**src/rtl/spi_master_param.sv**
```systemverilog
// -----------------------------------------------------------------------------
// spi_master_param
//   Parametrised SPI master. A request on the recv val/rdy interface carries a
//   right-aligned word. The low N bits of that word are shifted out MSB-first
//   on mosi while the peripheral selected by the chip-select address register
//   is held low. The N bits sampled from miso are returned right-aligned on
//   the send val/rdy interface.
//
//   Optional feature macro: SPI_MASTER_MODE_EN
//     defined   : adds cpol/cpha inputs, latched per transaction at the request
//                 handshake.
//     undefined : fixed SPI mode 0 (CPOL=0, CPHA=0).
//
// Ports:
//   clk             system clock, all logic on posedge
//   reset           asynchronous reset, active low
//   recv_val/rdy    request handshake
//   recv_msg        data to transmit, right-aligned
//   send_val/rdy    response handshake
//   send_msg        received data, right-aligned, upper bits zero
//   packet_size_*   bits-per-transaction write (0 or >BIT_WIDTH -> BIT_WIDTH)
//   cs_addr_*       chip-select index write
//   cs              active-low chip selects
//   sclk, mosi      SPI clock and serial data out
//   miso            serial data in
//   cpol, cpha      SPI mode (only with SPI_MASTER_MODE_EN)
// -----------------------------------------------------------------------------
module spi_master_param #(
    parameter int BIT_WIDTH   = 32,
    parameter int N_CS        = 1,
    parameter int HALF_PERIOD = 2
) (
    input  logic                                   clk,
    input  logic                                   reset,
    input  logic                                   recv_val,
    output logic                                   recv_rdy,
    input  logic [BIT_WIDTH-1:0]                   recv_msg,
    output logic                                   send_val,
    input  logic                                   send_rdy,
    output logic [BIT_WIDTH-1:0]                   send_msg,
    input  logic                                   packet_size_val,
    input  logic [$clog2(BIT_WIDTH):0]             packet_size_msg,
    input  logic                                   cs_addr_val,
    input  logic [((N_CS > 1) ? $clog2(N_CS) : 1)-1:0] cs_addr_msg,
    output logic [N_CS-1:0]                        cs,
    output logic                                   sclk,
    output logic                                   mosi,
    input  logic                                   miso
`ifdef SPI_MASTER_MODE_EN
    ,
    input  logic                                   cpol,
    input  logic                                   cpha
`endif
);

    localparam int PW  = $clog2(BIT_WIDTH) + 1;
    localparam int CAW = (N_CS > 1) ? $clog2(N_CS) : 1;
    localparam int TW  = (HALF_PERIOD > 1) ? $clog2(HALF_PERIOD) : 1;
    localparam logic [PW-1:0] BW_P   = PW'(BIT_WIDTH);
    localparam logic [TW-1:0] T_LAST = TW'(HALF_PERIOD - 1);

    typedef enum logic [2:0] {IDLE, START, LEAD, TRAIL, CS_WAIT, DONE} state_t;

    // Size register always holds an effective length in 1..BIT_WIDTH, so
    // zero and oversize writes both collapse to the full width here.
    function automatic logic [PW-1:0] sat_size(input logic [PW-1:0] v);
        if (v == '0 || v > BW_P) return BW_P;
        return v;
    endfunction

    state_t               state_q, state_d;
    logic [TW-1:0]        tcnt_q;
    logic [PW-1:0]        bitcnt_q;
    logic [PW-1:0]        size_q;
    logic [CAW-1:0]       cs_addr_q;
    logic [BIT_WIDTH-1:0] shreg_q;
    logic [BIT_WIDTH-1:0] rx_q;
    logic                 mosi_q;
    logic                 cpol_q, cpha_q;
    logic                 cpol_in, cpha_in;

    logic                 idle_rdy, cs_act, lead, accept;
    logic                 last_tick, last_bit;
    logic                 lead_end, trail_end, to_lead;
    logic [PW-1:0]        n_eff;
    logic [BIT_WIDTH-1:0] aligned;

`ifdef SPI_MASTER_MODE_EN
    assign cpol_in = cpol;
    assign cpha_in = cpha;
`else
    assign cpol_in = 1'b0;
    assign cpha_in = 1'b0;
`endif

    assign last_tick = (tcnt_q == T_LAST);
    assign last_bit  = (bitcnt_q == size_q - PW'(1));
    assign lead_end  = (state_q == LEAD)  && last_tick;
    assign trail_end = (state_q == TRAIL) && last_tick;
    assign to_lead   = last_tick && ((state_q == START) || ((state_q == TRAIL) && !last_bit));

    // A size write in the handshake cycle applies to this transaction.
    assign n_eff   = packet_size_val ? sat_size(packet_size_msg) : size_q;
    // Left-align the packet so its MSB is always at the top of the shifter;
    // bits above N fall off the top.
    assign aligned = recv_msg << (BW_P - n_eff);

    always_ff @(posedge clk or negedge reset) begin
        if (!reset) state_q <= IDLE;
        else        state_q <= state_d;
    end

    always_comb begin
        state_d  = state_q;
        idle_rdy = 1'b0;
        send_val = 1'b0;
        cs_act   = 1'b0;
        lead     = 1'b0;
        accept   = 1'b0;
        case (state_q)
            IDLE: begin
                idle_rdy = 1'b1;
                if (recv_val) begin
                    accept  = 1'b1;
                    state_d = START;
                end
            end
            START: begin
                cs_act = 1'b1;
                if (last_tick) state_d = LEAD;
            end
            LEAD: begin
                cs_act = 1'b1;
                lead   = 1'b1;
                if (last_tick) state_d = TRAIL;
            end
            TRAIL: begin
                cs_act = 1'b1;
                if (last_tick) state_d = last_bit ? CS_WAIT : LEAD;
            end
            CS_WAIT: begin
                cs_act = 1'b1;
                if (last_tick) state_d = DONE;
            end
            DONE: begin
                send_val = 1'b1;
                if (send_rdy) state_d = IDLE;
            end
            default: state_d = IDLE;
        endcase
    end

    // Outputs decode straight from state so an asynchronous reset idles the
    // bus in the same cycle it is asserted.
    assign recv_rdy = idle_rdy & reset;
    assign sclk     = lead ? ~cpol_q : cpol_q;
    assign mosi     = cs_act & mosi_q;
    assign send_msg = rx_q;

    always_comb begin
        cs = '1;
        for (int i = 0; i < N_CS; i++) begin
            cs[i] = !(cs_act && (cs_addr_q == CAW'(i)));
        end
    end

    always_ff @(posedge clk or negedge reset) begin
        if (!reset) begin
            tcnt_q    <= '0;
            bitcnt_q  <= '0;
            size_q    <= BW_P;
            cs_addr_q <= '0;
            shreg_q   <= '0;
            rx_q      <= '0;
            mosi_q    <= 1'b0;
            cpol_q    <= 1'b0;
            cpha_q    <= 1'b0;
        end else begin
            if (cs_act) tcnt_q <= last_tick ? '0 : tcnt_q + TW'(1);
            else        tcnt_q <= '0;

            if (idle_rdy) begin
                if (packet_size_val) size_q    <= sat_size(packet_size_msg);
                if (cs_addr_val)     cs_addr_q <= cs_addr_msg;
            end

            if (accept) begin
                bitcnt_q <= '0;
                rx_q     <= '0;
                cpol_q   <= cpol_in;
                cpha_q   <= cpha_in;
                // CPHA=0 presents the first bit during START; CPHA=1 holds
                // mosi low until the first leading edge.
                if (cpha_in) begin
                    mosi_q  <= 1'b0;
                    shreg_q <= aligned;
                end else begin
                    mosi_q  <= aligned[BIT_WIDTH-1];
                    shreg_q <= aligned << 1;
                end
            end

            if (cpha_q ? trail_end : lead_end)
                rx_q <= (rx_q << 1) | BIT_WIDTH'(miso);

            // CPHA=0 keeps the last bit on mosi through CS_WAIT.
            if (cpha_q ? to_lead : (lead_end && !last_bit))
                {mosi_q, shreg_q} <= {shreg_q, 1'b0};

            if (trail_end) bitcnt_q <= bitcnt_q + PW'(1);
        end
    end

endmodule

```
**config.mk**
```make
export PLATFORM = sky130hd
export DESIGN_NAME = spi_master_param
export DESIGN_NICKNAME = d
export VERILOG_FILES = /design/src/rtl/spi_master_param.sv
export SDC_FILE = /design/constraint.sdc
export NUM_CORES = 1
export LEC_CHECK = 0
export BUFFER_PORTS_ARGS = -buffer_cell sky130_fd_sc_hd__buf_4
export CAP_MARGIN = 5
export CORE_MARGIN = 5
export CORE_UTILIZATION = 63
export DETAILED_ROUTE_END_ITERATION = 7
export GPL_ROUTABILITY_DRIVEN = 0
export HOLD_SLACK_MARGIN = 0.05
export MAX_ROUTING_LAYER = met4
export PLACE_DENSITY_LB_ADDON = 0.2
export SLEW_MARGIN = 40
export SYNTH_ARGS = -nofsm -noshare
export SYNTH_HDL_FRONTEND = slang
export SYNTH_SLANG_ARGS = --single-unit
```
**constraint.sdc**
```tcl
create_clock -name clk -period 4.7 [get_ports clk]
set_input_delay 0 -clock clk [delete_from_list [all_inputs] [get_ports clk]]
set_output_delay 0 -clock clk [all_outputs]
set_load 0.02 [all_outputs]
```
==> results of run 1 <==
-- metal layers --
layer,part of all wire,vias up,track usage
li1,-,2336,-
met1,0.42,2499,0.376
met2,0.48,279,0.437
met3,0.075,38,0.0379
met4,0.025,0,0.0925
met5,0,-,-
-- critical path, stage by stage (launching register included) --
cell,delay (ns)
dfrtp_1,0.50
nand2b_4,0.15
nand2_4,0.19
inv_2,0.25
ha_1,0.35
or3_1,0.54
nand2_1,0.53
buf_4,0.27
mux2_2,0.35
mux4_2,0.45
o221ai_1,0.21
-- registers in the layout, summed over array words and instances, names as in the netlist --
signal,cells
cs_addr_q,1
last_tick,1
bitcnt_q,6
state_q,3
size_q,6
mosi_q,1
send_msg,32
shreg_q,31
-- metrics by stage --
| step | area (um^2) | setup WS [ns] | power [mW] | hold WS, ns |
|---|---|---|---|---|
| after CTS | 6490 | 0.822 | 4.35 | 0.0741 |
| final | 6530 | 0.783 | 4.41 | 0.0392 |
| after floorplan | 5580 | 1.74 | 3.16 | -0.296 |
| after global placement | 6200 | 1.04 | 3.76 | 0.219 |
| after detailed placement | 6210 | 0.852 | 3.85 | 0.0912 |
| after global routing | 6530 | 0.543 | 4.71 | 0.0565 |
-- cells in the final DEF, fill, tap and decap left out, drive strengths merged, types with 4 or more instances in the layout --
| master | netlist | layout |
|---|---|---|
| a211oi | 8 | 8 |
| a21oi | 27 | 27 |
| a221o | 6 | 6 |
| a22o | 33 | 33 |
| a22oi | 5 | 5 |
| a31oi | 4 | 4 |
| and2 | 5 | 5 |
| and3 | 16 | 16 |
| buf | 15 | 91 |
| clkbuf | 28 | 12 |
| dfrtp | 80 | 80 |
| dlygate4sd3 | 0 | 9 |
| inv | 10 | 11 |
| mux2 | 12 | 12 |
| mux2i | 29 | 29 |
| mux4 | 22 | 22 |
| nand2 | 49 | 49 |
| nand2b | 7 | 7 |
| nand3 | 28 | 28 |
| nand4 | 5 | 5 |
| nor2 | 40 | 40 |
| nor2b | 8 | 8 |
| nor3 | 10 | 10 |
| o211ai | 8 | 8 |
| o21ai | 38 | 38 |
| o21bai | 4 | 4 |
| o221ai | 4 | 4 |
| o22ai | 12 | 12 |
| o31ai | 5 | 5 |
| xnor2 | 9 | 9 |
-- synthesized netlist by cell type (all sizes together) (3+ instances only) --
master,instances,area [um^2]
clkbuf,28,105
a31oi,4,25.0
nand2,49,191
mux2i,29,290
a21oi,27,135
nor3b,3,27.5
a211oi,8,60.1
a22oi,5,37.5
and3,16,100
and4,3,26.3
o21a,3,22.5
o22ai,12,75.1
nor2b,8,50.1
or2,3,18.8
nand2b,7,51.3
buf,15,108
o221ai,4,35.0
o21bai,4,30.0
ha,3,37.5
dfrtp,80,2000
o21ai,38,190
o211ai,8,60.1
or3,3,18.8
mux2,12,139
a221oi,3,26.3
and2,5,31.3
inv,10,37.5
xnor2,9,86.3
nand3b,3,26.3
xor2,3,26.3
a221o,6,60.1
o31ai,5,47.5
a311o,3,30.0
a22o,33,289
nand3,28,140
mux4,22,495
nand4,5,31.3
nor2,40,153
nor3,10,60.1
-- cell families (layout without fill, tap and decap cells) --
| family | count (synthesis) | in the layout | share of synthesized area |
|---|---|---|---|
| muxes | 63 | 63 | 0.166 |
| and+or+nand+nor | 187 | 187 | 0.172 |
| xor gates and xnor gates | 12 | 12 | 0.0202 |
| adders and majority gates | 3 | 3 | 0.00673 |
| AOI/OAI and AO/OA | 178 | 178 | 0.227 |
| DFF | 81 | 81 | 0.364 |
| buffers and inverters | 53 | 125 | 0.0449 |
-- layout make-up --
class                           count  area (um^2)
Multi-Input combinational cell    443         3340
Fill cell                         617         2150
Sequential cell                    81         2030
Timing Repair Buffer              100          797
Clock buffer                       12          165
Tap cell                          108          135
Inverter                           10         37.5
Clock inverter                      3         23.8
-- worst paths after layout --
check / from / end / slack (ns) / depth (start not counted)
setup / recovery: size_q[0]$_DFFE_PN0P_ / shreg_q[19]$_DFFE_PN0P_ / 0.78 / 10
hold / removal: reset / send_msg[26]$_DFFE_PN0P_ / 0.04 / 2
setup reg to reg: size_q[0]$_DFFE_PN0P_ / shreg_q[19]$_DFFE_PN0P_ / 0.78 / 10
hold reg to reg: shreg_q[31]$_DFFE_PN0P_ / mosi_q$_DFFE_PN0P_ / 0.51 / 2
max in group asynchronous: reset / size_q[5]$_DFFE_PN1P_ / 4.07 / 3
min in group clk: packet_size_msg[5] / size_q[5]$_DFFE_PN1P_ / 0.06 / 3
-- report_power, final --
group          switching [mW]  leakage (nW)  internal [mW]  total, mW
clock network           0.255        0.0911          0.234      0.489
logic                    1.60          1.83           1.14       2.74
registers               0.225          1.03          0.961       1.19
==> out/results.ini, run 1 <==
[sta]
finalMaxSlewViolations = 0
finalCritPeriodShare = 0.833
finalSetupViolations = 0
timing.fmax_ghz = 0.255
rsz0062_at_grt = false
timing.slew.headroom = 0.495
min_period_ns = 3.92
hold_violations = 0
tightest_slew_ns = 0.757
skew_ns = 0.0213
finalSetupTns_ns = 0

[route]
via_per_inst = 6.81
num_vias = 5152
totalWireLength_um = 14800
drtIter0Drc = 621
drc = 0
antenna_left = 0
drt_pass1_iterations = 5
wl_per_cell_um = 19.6

[placement]
hpwl_um = 10900
dp_cells = 732
portBuffers = 82

[synth]
syn_avg_cell_area_um2 = 9.66
yosys_most_used_dff = dfrtp_1
synth.net_count = 626
yosysSeqAreaShare = 0.364
synthCells = 577
synth_area_mm2 = 0.00558
ys_async_sr_fraction = 1.00
synth_warnings = 0
synth_edf_count = 0
synth.ff_latch_count = 81
ys_types = 71

[floorplan]
die_area_mm2 = 0.0108
rows = 34
core-area_mm2 = 0.00868
fp.dieH_um = 104
die_x_um = 104
start_util = 0.643
io_pins = 83

[setup_path]
crit_type = flip-flop to flip-flop
cp_max_fo = 21
required_ns = 4.95
end_kind = flip-flop
cp-start-kind = flip-flop
critPathArrivalTime_ns = 4.17

[global_route]
grt_usage = 0.278
grt_pass1_vias = 4866
grt-ovfl-total = 0
antenna_found_initial = 0
grt_pass1_wl_um = 24500
grt_max_degree = 83

[clocking]
cts_root_buffer = clkbuf_8
cts_inserted_buffers = 9
cts_hold_buf = 9
cts.path.max_buffers = 2
clk-insertion-delay-late_ns = 0.36
ctsResizeCount = 0
cts.sinks = 81
htree_levels = 3
clk_pin_slew_ns = 0.10
cts_tree = yes
post-cts-setup-buffers = 0

[power_and_ir_drop]
power_density_mw_per_mm2 = 676
ir_drop_mv = 0.389
power_leakage_nw = 2.94

[outcome]
status = finished clean

[finish]
drive_above_1_share = 0.248
n_antenna_cell = 0
finalNonFillerCells = 757
nets = 694
area_growth_pct = 17.0
fin_util = 0.752

[min_path]
min_path_type = input port to async pin

[job]
cap_violations = 0

Power figures use the tool's default switching activity.
==> run 2: changes to the inputs <==
CORE_UTILIZATION = 58   (was 63)
clock period = 3.9 ns   (was 4.7 ns; I/O delays follow)
==> out/results.ini, run 2 (synthesis gave the netlist of run 1 again) <==
[finish]
layout_commonest_cell = buf_4  ; unchanged
final_cell_mix = buf_4 (90), dfrtp_1 (80), nand2_1 (47)  ; was buf_4 (89), dfrtp_1 (80), nand2_1 (47)
area_growth_pct = 17.4  ; was 17.0%
drive_above_1_share = 0.250  ; was 0.248
fin_util = 0.702  ; was 0.752
n_antenna_cell = 0  ; unchanged
largest_reg_flops = 32  ; unchanged
nets = 695  ; was 694

[placement]
hpwl_um = 11200  ; was 10900 um
dp_slack_ns = 0.464  ; was 0.852 ns
portBuffers = 82  ; unchanged

[sta]
timing.slew.headroom = 0.489  ; was 0.495
hold_violations = 0  ; unchanged
worst_slack_ns = 0.393  ; was 0.783 ns
tightest_slew_ns = 0.763  ; was 0.757 ns
finalSetupViolations = 0  ; unchanged
timing.fmax_ghz = 0.285  ; was 0.255 GHz
min_period_ns = 3.51  ; was 3.92 ns
finalCritPeriodShare = 0.899  ; was 0.833
timing.hold.ws_ns = 0.0716  ; was 0.0392 ns
rsz0062_at_grt = false  ; unchanged
finalMaxSlewViolations = 0  ; unchanged
finalSetupTns_ns = 0  ; unchanged
skew_ns = 0.0167  ; was 0.0213 ns

[clocking]
cts_root_buffer = clkbuf_8  ; unchanged
post-cts-setup-buffers = 0  ; unchanged
cts.path.max_buffers = 2  ; unchanged
htree_levels = 3  ; unchanged
cts.sinks = 81  ; unchanged
clk-insertion-delay-late_ns = 0.36  ; about the same
ctsResizeCount = 0  ; unchanged
cts_inserted_buffers = 9  ; unchanged
clk_pin_slew_ns = 0.10  ; about the same
cts_tree = yes  ; unchanged

[setup_path]
timing.rr.end = shreg_q[31]$_DFFE_PN0P_  ; was shreg_q[19]$_DFFE_PN0P_
crit_type = flip-flop to flip-flop  ; unchanged
critPathArrivalTime_ns = 3.77  ; was 4.17 ns
rrSetupSlack_ns = 0.39  ; was 0.78 ns
cp_max_fo = 16  ; was 21
crit_path_top_delay_cell = nand2_1  ; was or3_1
rr_worst_depth = 10  ; unchanged
cp-start-kind = flip-flop  ; unchanged
end_kind = flip-flop  ; unchanged
r2r-start = size_q[0]$_DFFE_PN0P_  ; unchanged
crit_chain = nand2b_4, nand2_4, inv_2, ha_1, or3_1, nand2_1, mux4_2, mux2_4, a32o_1, o31ai_2  ; was nand2b_4, nand2_4, inv_2, ha_1, or3_1, nand2_1, buf_4, mux2_2, mux4_2, o221ai_1
slowest_delay_ns = 0.56  ; was 0.54 ns
required_ns = 4.16  ; was 4.95 ns

[route]
drc = 0  ; unchanged
wl_per_cell_um = 19.2  ; was 19.6 um
num_vias = 5198  ; was 5152
drt_pass1_iterations = 5  ; unchanged
totalWireLength_um = 14900  ; was 14800 um
via_per_inst = 6.66  ; was 6.81
drtIter0Drc = 499  ; was 621
antenna_left = 0  ; unchanged

[global_route]
grt_usage = 0.274  ; was 0.278
grt-ovfl-total = 0  ; unchanged
grt_pass1_wl_um = 25100  ; was 24500 um
grt_pass1_vias = 4931  ; was 4866
antenna_found_initial = 0  ; unchanged
grt_max_degree = 83  ; unchanged

[floorplan]
core-area_mm2 = 0.00933  ; was 0.00868 mm^2
rows = 35  ; was 34
io_pins = 83  ; unchanged
start_util = 0.598  ; was 0.643
fp.dieH_um = 108  ; was 104 um
die_area_mm2 = 0.0117  ; was 0.0108 mm^2
die_x_um = 108  ; was 104 um

[power_and_ir_drop]
ir_drop_mv = 0.467  ; was 0.389 mV
power_leakage_nw = 2.95  ; was 2.94 nW
power_density_mw_per_mm2 = 811  ; was 676 mW/mm^2
total_power_mw = 5.31  ; was 4.41 mW

[outcome]
status = finished clean  ; unchanged

[job]
cap_violations = 0  ; unchanged

[min_path]
min_path_type = input port to async pin  ; unchanged

run 2: cell count changes in the layout (fill, tap and decap cells not counted):
cell / delta
buf_4: +1
xnor2_4: -1
clkbuf_8: -2
inv_6: +1
clkinv_4: +2
xnor2_2: +1
run 2: area by class of cell:
class                           count  area (um^2)
Timing Repair Buffer              101          805
Inverter                           10         37.5
Clock buffer                       10          138
Fill cell                         736         2780
Tap cell                          129          161
Sequential cell                    81         2030
Clock inverter                      6         50.0
Multi-Input combinational cell    443         3330
run 2: timing repair:
action / in CTS / in global routing
endpoints found under the setup margin: 0 / 0
hold endpoints to repair: 86 / 0
hold buffers: 9 / 0
run 2: metrics by stage:
stage                     cell area [um^2]  instances
after floorplan                       5580        577
after global placement                6230        754
after detailed placement              6240        754
after CTS                             6520        779
after global routing                  6550        780
final                                 6550        780
run 2: power breakdown:
part           internal, mW  switching [mW]
combinational          1.37            1.92
sequential             1.16           0.280
clock                 0.255           0.322
run 2: worst max-delay path, delay by kind of cell (launching register included):
family / cells / cell delay, ns
AND/OR/NAND/NOR: 4 / 1.42
AO/OA/AOI/OAI: 2 / 0.41
adder cells (fa/ha/maj): 1 / 0.25
multiplexers: 2 / 0.76
buffers and inverters: 1 / 0.06
flip-flops: 1 / 0.51
run 2: how the worst max path moves through the flow:
stage / start / to / slack (ns) / cells after the start
finish: size_q[0]$_DFFE_PN0P_ / shreg_q[31]$_DFFE_PN0P_ / 0.39 / 10
global route: size_q[0]$_DFFE_PN0P_ / shreg_q[31]$_DFFE_PN0P_ / 0.24 / 10
CTS: size_q[0]$_DFFE_PN0P_ / shreg_q[31]$_DFFE_PN0P_ / 0.44 / 10
detailed placement: size_q[0]$_DFFE_PN0P_ / shreg_q[31]$_DFFE_PN0P_ / 0.46 / 10
global placement: size_q[0]$_DFFE_PN0P_ / shreg_q[31]$_DFFE_PN0P_ / 0.59 / 10
floorplan: size_q[0]$_DFFE_PN0P_ / shreg_q[31]$_DFFE_PN0P_ / 0.94 / 13
run 2: layer usage:
layer / vias to the layer above / wire [um] / global-route usage
met3: 39 / 1290 / 0.0382
met2: 304 / 6980 / 0.433
met5: - / 0 / -
li1: 2334 / - / -
met1: 2521 / 6280 / 0.372
met4: 0 / 382 / 0.0794
